===== config.mk =====
export PLATFORM = sky130hd
export DESIGN_NAME = vector_loader
export DESIGN_NICKNAME = d
export VERILOG_FILES = /design/src/rtl/vector_loader.sv
export SDC_FILE = /design/constraint.sdc
export NUM_CORES = 1
export LEC_CHECK = 0
export CORE_ASPECT_RATIO = 1.75
export CORE_UTILIZATION = 25
export DETAILED_ROUTE_END_ITERATION = 6
export PLACE_DENSITY = 0.48
export SETUP_SLACK_MARGIN = 0.3
export SYNTH_ARGS = -nofsm -noshare
export SYNTH_HDL_FRONTEND = slang
export SYNTH_SLANG_ARGS = --single-unit

===== constraint.sdc =====
create_clock -name clk -period 2.9 [get_ports clk]
set_clock_uncertainty 0.05 [all_clocks]
set_input_delay 0.29 -clock clk [delete_from_list [all_inputs] [get_ports clk]]
set_output_delay 0.29 -clock clk [all_outputs]
set_load 0.02 [all_outputs]

===== src/rtl/vector_loader.sv =====
// vector_loader: assembles (x,w) element pairs into N-lane vectors, zero-padding short ones; out_valid 1 clk after completion.
// Backpressure: in_ready drops while no bank is filling. Define VECTOR_LOADER_DOUBLE_BUFFER_EN for two ping-pong banks.
`ifndef DATA_WIDTH
`define DATA_WIDTH 8
`endif

module vector_loader #(
  parameter int N          = 4,
  parameter int DATA_WIDTH = `DATA_WIDTH
) (
  input  logic                         clk,
  input  logic                         rst_n,
  input  logic                         in_valid,
  output logic                         in_ready,
  input  logic signed [DATA_WIDTH-1:0] in_x,
  input  logic signed [DATA_WIDTH-1:0] in_w,
  input  logic                         in_last,
  output logic                         out_valid,
  input  logic                         out_ready,
  output logic signed [DATA_WIDTH-1:0] out_x [N],
  output logic signed [DATA_WIDTH-1:0] out_w [N],
  output logic [$clog2(N+1)-1:0]       out_len
);

  localparam int IW = $clog2(N);
  localparam int LW = $clog2(N+1);
`ifdef VECTOR_LOADER_DOUBLE_BUFFER_EN
  localparam int NB = 2;
`else
  localparam int NB = 1;
`endif

  typedef enum logic {FILL = 1'b0, FULL = 1'b1} bank_st_t;

  bank_st_t                     st_q  [NB];
  logic signed [DATA_WIDTH-1:0] x_q   [NB][N];
  logic signed [DATA_WIDTH-1:0] w_q   [NB][N];
  logic [LW-1:0]                len_q [NB];
  logic [IW-1:0]                idx;
  logic                         fill_ptr;
  logic                         drain_ptr;
  logic                         in_beat;
  logic                         out_beat;
  logic                         done;

  assign in_ready  = (st_q[fill_ptr] == FILL);
  assign out_valid = (st_q[drain_ptr] == FULL);
  assign in_beat   = in_valid && in_ready;
  assign out_beat  = out_valid && out_ready;
  assign done      = in_beat && (in_last || (idx == IW'(N-1)));

  always_comb begin
    for (int l = 0; l < N; l++) begin
      out_x[l] = x_q[drain_ptr][l];
      out_w[l] = w_q[drain_ptr][l];
    end
  end
  assign out_len = len_q[drain_ptr];

  always_ff @(posedge clk or negedge rst_n) begin
    if (!rst_n) begin
      idx <= '0;
      for (int b = 0; b < NB; b++) begin
        st_q[b]  <= FILL;
        len_q[b] <= '0;
        for (int l = 0; l < N; l++) begin
          x_q[b][l] <= '0;
          w_q[b][l] <= '0;
        end
      end
    end else begin
      // Drain and fill target different banks whenever both fire together.
      if (out_beat) st_q[drain_ptr] <= FILL;
      if (in_beat) begin
        x_q[fill_ptr][idx] <= in_x;
        w_q[fill_ptr][idx] <= in_w;
        if (done) begin
          // Clear lanes above the last written one so a reused bank never shows stale data.
          for (int l = 0; l < N; l++) begin
            if (IW'(l) > idx) begin
              x_q[fill_ptr][l] <= '0;
              w_q[fill_ptr][l] <= '0;
            end
          end
          len_q[fill_ptr] <= LW'(idx) + LW'(1);
          st_q[fill_ptr]  <= FULL;
          idx             <= '0;
        end else begin
          idx <= idx + IW'(1);
        end
      end
    end
  end

`ifdef VECTOR_LOADER_DOUBLE_BUFFER_EN
  always_ff @(posedge clk or negedge rst_n) begin
    if (!rst_n) begin
      fill_ptr  <= 1'b0;
      drain_ptr <= 1'b0;
    end else begin
      if (done)     fill_ptr  <= ~fill_ptr;
      if (out_beat) drain_ptr <= ~drain_ptr;
    end
  end
`else
  assign fill_ptr  = 1'b0;
  assign drain_ptr = 1'b0;
`endif

endmodule


# Word level (Yosys, flattened, before mapping)
# Cells that the tools add are included.
# totals
regBits	70
input_bits	21
output_inout_bits	69
word_cells	46
# op_classes
addsub	2
magnitude_cmp	6
n_eq_ne	1
muxes	18
bitwise	2
n_reduce_logical	6
# ops
cell	n
two-way mux 32 bit	4
bitwise mux 32 bit	2
two-way mux 24 bit	2
two-way mux 16 bit	2
two-way mux 8 bit	3
demux 8 bit (select 2 bit)	1
> comparator 1 x 2 -> 1 bit, first input constant	2
> comparator 2 bit, first input constant	2
logical AND 1 bit	4
adder 2 x 1 -> 3 bit, second input constant	1
greater-or-equal comparator 3 bit, second input constant	1
< comparator 3 x 1 -> 1 bit, second input constant	1
two-way mux 1 bit	3
NOT 2 -> 3 bit	1
adder 2 x 1 -> 2 bit, second input constant	1
== test 2 bit, second input constant	1
two-way mux 2 bit	1
AND reduction 2 bit	1
logical OR 1 bit	1
NOT 1 bit	1

# Logic depth before layout (Yosys ltp)
# depth
ltp_word	11
ltp_mapped	7
depth_no_buf	5

# Worst setup path after synthesis
# OpenSTA, ideal clock, no wires.
# synth_path
kind	flip-flop to flip-flop
start	register idx[0]
end	register w_q (netlist bit out_w[10])
setup_time_ns	0.124
arrival_ns	1.417
required_time_ns	2.726
setup_slack_ns	1.309
path_stages_with_launch	6
n_path_buf	1
period_less_slack_ns	1.591
cell_sequence	dfrtp_1 inv_1 ha_1 nor4_4 buf_2 a21oi_1
# synth_via
elab_chain_len	10
word_cells_on_any_way	15
cone_classes	order compare (3); eq/ne (1); mux (7); bitwise (1); reduce/logical (3)
# synth_rtl
item	line_no	rtl
start: declaration	39	logic [IW-1:0] idx;
start signal: assignment	89	idx <= idx + IW'(1);
NOT 2 -> 3 bit (not written as such)	76	w_q[fill_ptr][idx] <= in_w;
greater-or-equal comparator 3 bit (not written as such) or < comparator 3 x 1 -> 1 bit (tied branches)	76	
logical AND 1 bit (not written as such)	76	
two-way mux 8 bit (not written as such)	76	
demux 8 bit (select 2 bit)	76	
bitwise mux 32 bit	76	
two-way mux 32 bit	80	if (IW'(l) > idx) begin
two-way mux 24 bit	80	
two-way mux 16 bit	80	
two-way mux 32 bit (*)	77	if (done) begin
end signal: indexed assignment	76	
end: declaration	37	logic signed [DATA_WIDTH-1:0] w_q [NB][N];
# Mark *: on every way between the ends. The rest lies on a longest branch, timed or not.
# A chain may end at the register's enable or synchronous reset.

# Final worst setup path
# layout_path
start	input in_valid
end	register x_q (netlist bit out_x[1])
# layout_via
elab_chain_len	3
# layout_rtl
item	line_no	rtl
start: declaration	13	input logic in_valid,
logical AND 1 bit (*)	48	assign in_beat = in_valid && in_ready;
logical AND 1 bit	50	assign done = in_beat && (in_last || (idx == IW'(N-1)));
two-way mux 32 bit	77	
end signal: indexed assignment	75	x_q[fill_ptr][idx] <= in_x;
end: declaration	36	logic signed [DATA_WIDTH-1:0] x_q [NB][N];
# Marks and branches as above.

==> tab_implementation.tex <==
\begin{tabular}{lr}
\hline
Metric & Value \\
\hline
\multicolumn{2}{l}{\textbf{CTS}} \\
Clock transition at path regs & $\sim$0.050 ns \\
Number of buffers inserted to repair setup after CTS & 0 \\
Root buffer selected by CTS & clkbuf\_16 \\
H-tree Lvls & 3 \\
CTS tree & yes \\
Number of buffers added by the clock tree synthesis step & 9 \\
Sink count of the clock tree & 70 \\
Skew-Pair Late Insertion Delay & 0.33 ns \\
Maximum clock insertion buffer count & 2 \\
\multicolumn{2}{l}{\textbf{Global routing}} \\
Initial antenna violation count & 0 \\
Total congestion overflow after global routing & 0 \\
Via count of the first global-routing pass & 2,217 \\
Overall routing resource usage & 15.7\% \\
Pin count of the biggest net entering global routing & 71 \\
Wire length of the first global-routing pass & 12,800 µm \\
\multicolumn{2}{l}{\textbf{Synth}} \\
Cell type contributing the most total cell area after synthesis & dfrtp\_1 \\
Sequential cell area fraction in the yosys report & 61.9\% \\
Number of cells produced by synthesis & 245 \\
Cell Area, Synth & between 0.002 and 0.003 mm² \\
Synth top area cells & dfrtp\_1, nand2\_1, a21oi\_1 \\
Count of distinct cell types in the synthesized netlist & 25 \\
Area fraction of the dominant cell type after synthesis & 61.9\% \\
Mapped Nets & between 200 and 300 \\
Yosys Warn Count & 0 \\
Synthesis-stage register bit count & 70 \\
Synth Area per Inst & 11.6 µm² \\
\multicolumn{2}{l}{\textbf{Routing}} \\
Detailed router's first-iteration violation count & 82 \\
Antenna Nets Post-Route & 0 \\
Via Count & 2,167 \\
DRC violation count after routing & 2 \\
Average routed wire per standard cell & 17.7 µm \\
Number of detailed-routing iterations run before antenna repair & 7 \\
WL final & 8410 µm \\
Number of vias per cell & 4.57 \\
\multicolumn{2}{l}{\textbf{Floorplanning}} \\
Ports & 90 \\
Area of the die & 0.0118 mm² \\
Die X-Extent & 82.5 µm \\
FP Rows & 51 \\
Std-Cell Core Area & between 0.01 and 0.015 mm² \\
Initial Util & roughly 26\% \\
Die Ht & around 140 µm \\
\multicolumn{2}{l}{\textbf{Cells and area}} \\
Area Growth Syn to Fin & 46.8\% \\
Fraction of layout instances using a drive strength above 1 & about 8.8\% \\
Number of antenna diodes & 0 \\
Most common cell after layout, fill and taps aside & clkdlybuf4s50\_1 \\
Net count reported at finish & 365 \\
Fillers & 1,136 \\
Commonest non-fill, non-tap cells in the layout & clkdlybuf4s50\_1, dfrtp\_1, nand2\_1, a21oi\_1, nand3\_1 \\
Final instance count without filler cells & 474 \\
\multicolumn{2}{l}{\textbf{Power and ir drop}} \\
Worst ir drop on vdd & 411 µV \\
Pwr/cell area & 1080 mW/mm² \\
Cell leakage power & 0.00178 µW \\
\multicolumn{2}{l}{\textbf{Placement}} \\
Number of I/O port buffers & 89 \\
Final weighted congestion in routability-driven placement & 0.731 \\
Placed insts & 457 \\
Dpl hpwl & 5940 µm \\
\multicolumn{2}{l}{\textbf{Outcome}} \\
Status & complete, but fails checks \\
Failing checks & DRC \\
\multicolumn{2}{l}{\textbf{STA}} \\
Post-layout min period & around 2.1 ns \\
Timing-limited maximum frequency & between 400 and 500 MHz \\
Final max-slew violation count & 0 \\
Normalized max-slew margin & between 50\% and 60\% \\
RSZ-0062 raised after global routing & false \\
Crit share post-route & 70.8\% \\
Setup violations, final & 0 \\
Slew @ Worst Pin & 0.668 ns \\
Count of final hold-check violations & 0 \\
Aggregate negative setup slack & 0 ns \\
\multicolumn{2}{l}{\textbf{Setup path}} \\
Largest fanout on the critical path & 17 \\
Critical path capture point type & flip-flop \\
Type of the worst setup path & input pin to flip-flop \\
Endpoint required time on the critical path & approximately 3.1 ns \\
WP data arrival & 2.27 ns \\
Critical Path Source Type & input pin \\
\multicolumn{2}{l}{\textbf{Min path}} \\
Path category of the worst min-delay check & flip-flop to flip-flop \\
\multicolumn{2}{l}{\textbf{Run}} \\
Max cap viols & 0 \\
\hline
\end{tabular}
[Yosys cell counts]
cell and count:
a21oi_1 32, dfrtp_1 70, buf_2 8, nor4_4 1, buf_6 1, ha_1 7
nand3_1 20, and2_1 1, o21ai_1 1, buf_4 1, a21o_1 1, nor2_1 1
inv_1 3, a22o_1 16, nand2_2 1, nand2_1 46, mux2_2 6, o21ai_0 5
nand3b_1 4, and3b_1 1, mux2_1 11, nor2b_1 1, nand2b_1 1, nor3b_2 1
clkbuf_1 5
[report_power, final]
| part | switching [µW] | internal (µW) | leakage (µW) |
|---|---|---|---|
| Combinational | 951 | 900 | 0.000720 |
| Clock | 398 | 659 | 0.000143 |
| Sequential | 230 | 1350 | 0.000916 |
| Total | 1580 | 2910 | 0.00178 |
[worst paths after layout]
path | start | endpoint | slack, ns | cells past startpoint
hold reg to reg | out_len[2] | out_len[2] | 0.42 | 1
setup / recovery | in_valid | out_x[1] | 0.85 | 5
hold / removal | out_len[2] | out_len[2] | 0.42 | 1
setup reg to reg | idx[1] | out_w[19] | 0.95 | 5
max in group asynchronous | rst_n | async pin | 2.03 | 3
min in group asynchronous | rst_n | out_w[12] | 0.46 | 3
[cell families (layout without fill, tap and decap cells)]
family / Yosys count / in the layout / share of synthesized area (%)
simple gates: 78 / 78 / 13.2
fa+ha+maj: 7 / 7 / 3.09
buf+inv: 18 / 115 / 3.14
flops: 70 / 70 / 61.9
mux: 17 / 17 / 6.76
compound gates: 55 / 55 / 11.9
[through the flow]
step	hold WS, ns	power [µW]	utilization, %	worst slack [ns]	cell area (µm²)
after floorplan	-0.0556	2500	-	1.31	2830
after global placement	0.297	3460	34.8	0.602	3860
after detailed placement	0.301	3480	34.8	0.517	3860
after CTS	0.431	4560	37.4	0.863	4160
after global routing	0.453	4750	37.4	0.679	4160
final	0.425	4490	37.4	0.847	4160
[area by class of cell]
| type | instances | area, µm² | share of cell area [%] |
|---|---|---|---|
| sequential | 70 | 1750 | 42.2 |
| multi-input combinational | 157 | 991 | 23.8 |
| timing repair buffer | 96 | 953 | 22.9 |
| clock buffer | 11 | 233 | 5.60 |
| tap | 132 | 165 | 3.97 |
| clock inverter | 5 | 50.0 | 1.20 |
| inverter | 3 | 11.3 | 0.271 |
[critical path, stage by stage]
cell,delay (ns)
clkdlybuf4s50_1,0.60
nor2b_1,0.37
buf_4,0.22
and2_1,0.55
a22o_1,0.23
[per-layer routing]
metal  routed length, µm  track usage (%)
met5                   0                0
met4                 235             8.31
met3                 415             3.45
met2                4450             26.4
met1                3310             18.0
[timing repair]
action | CTS | global route
hold endpoints to repair | 70 | 0
hold buffers | 1 | 0
gates resized for setup | 0 | 0
endpoints found under the setup margin | 0 | 0
No activity file was read; power rests on OpenSTA's default activity.
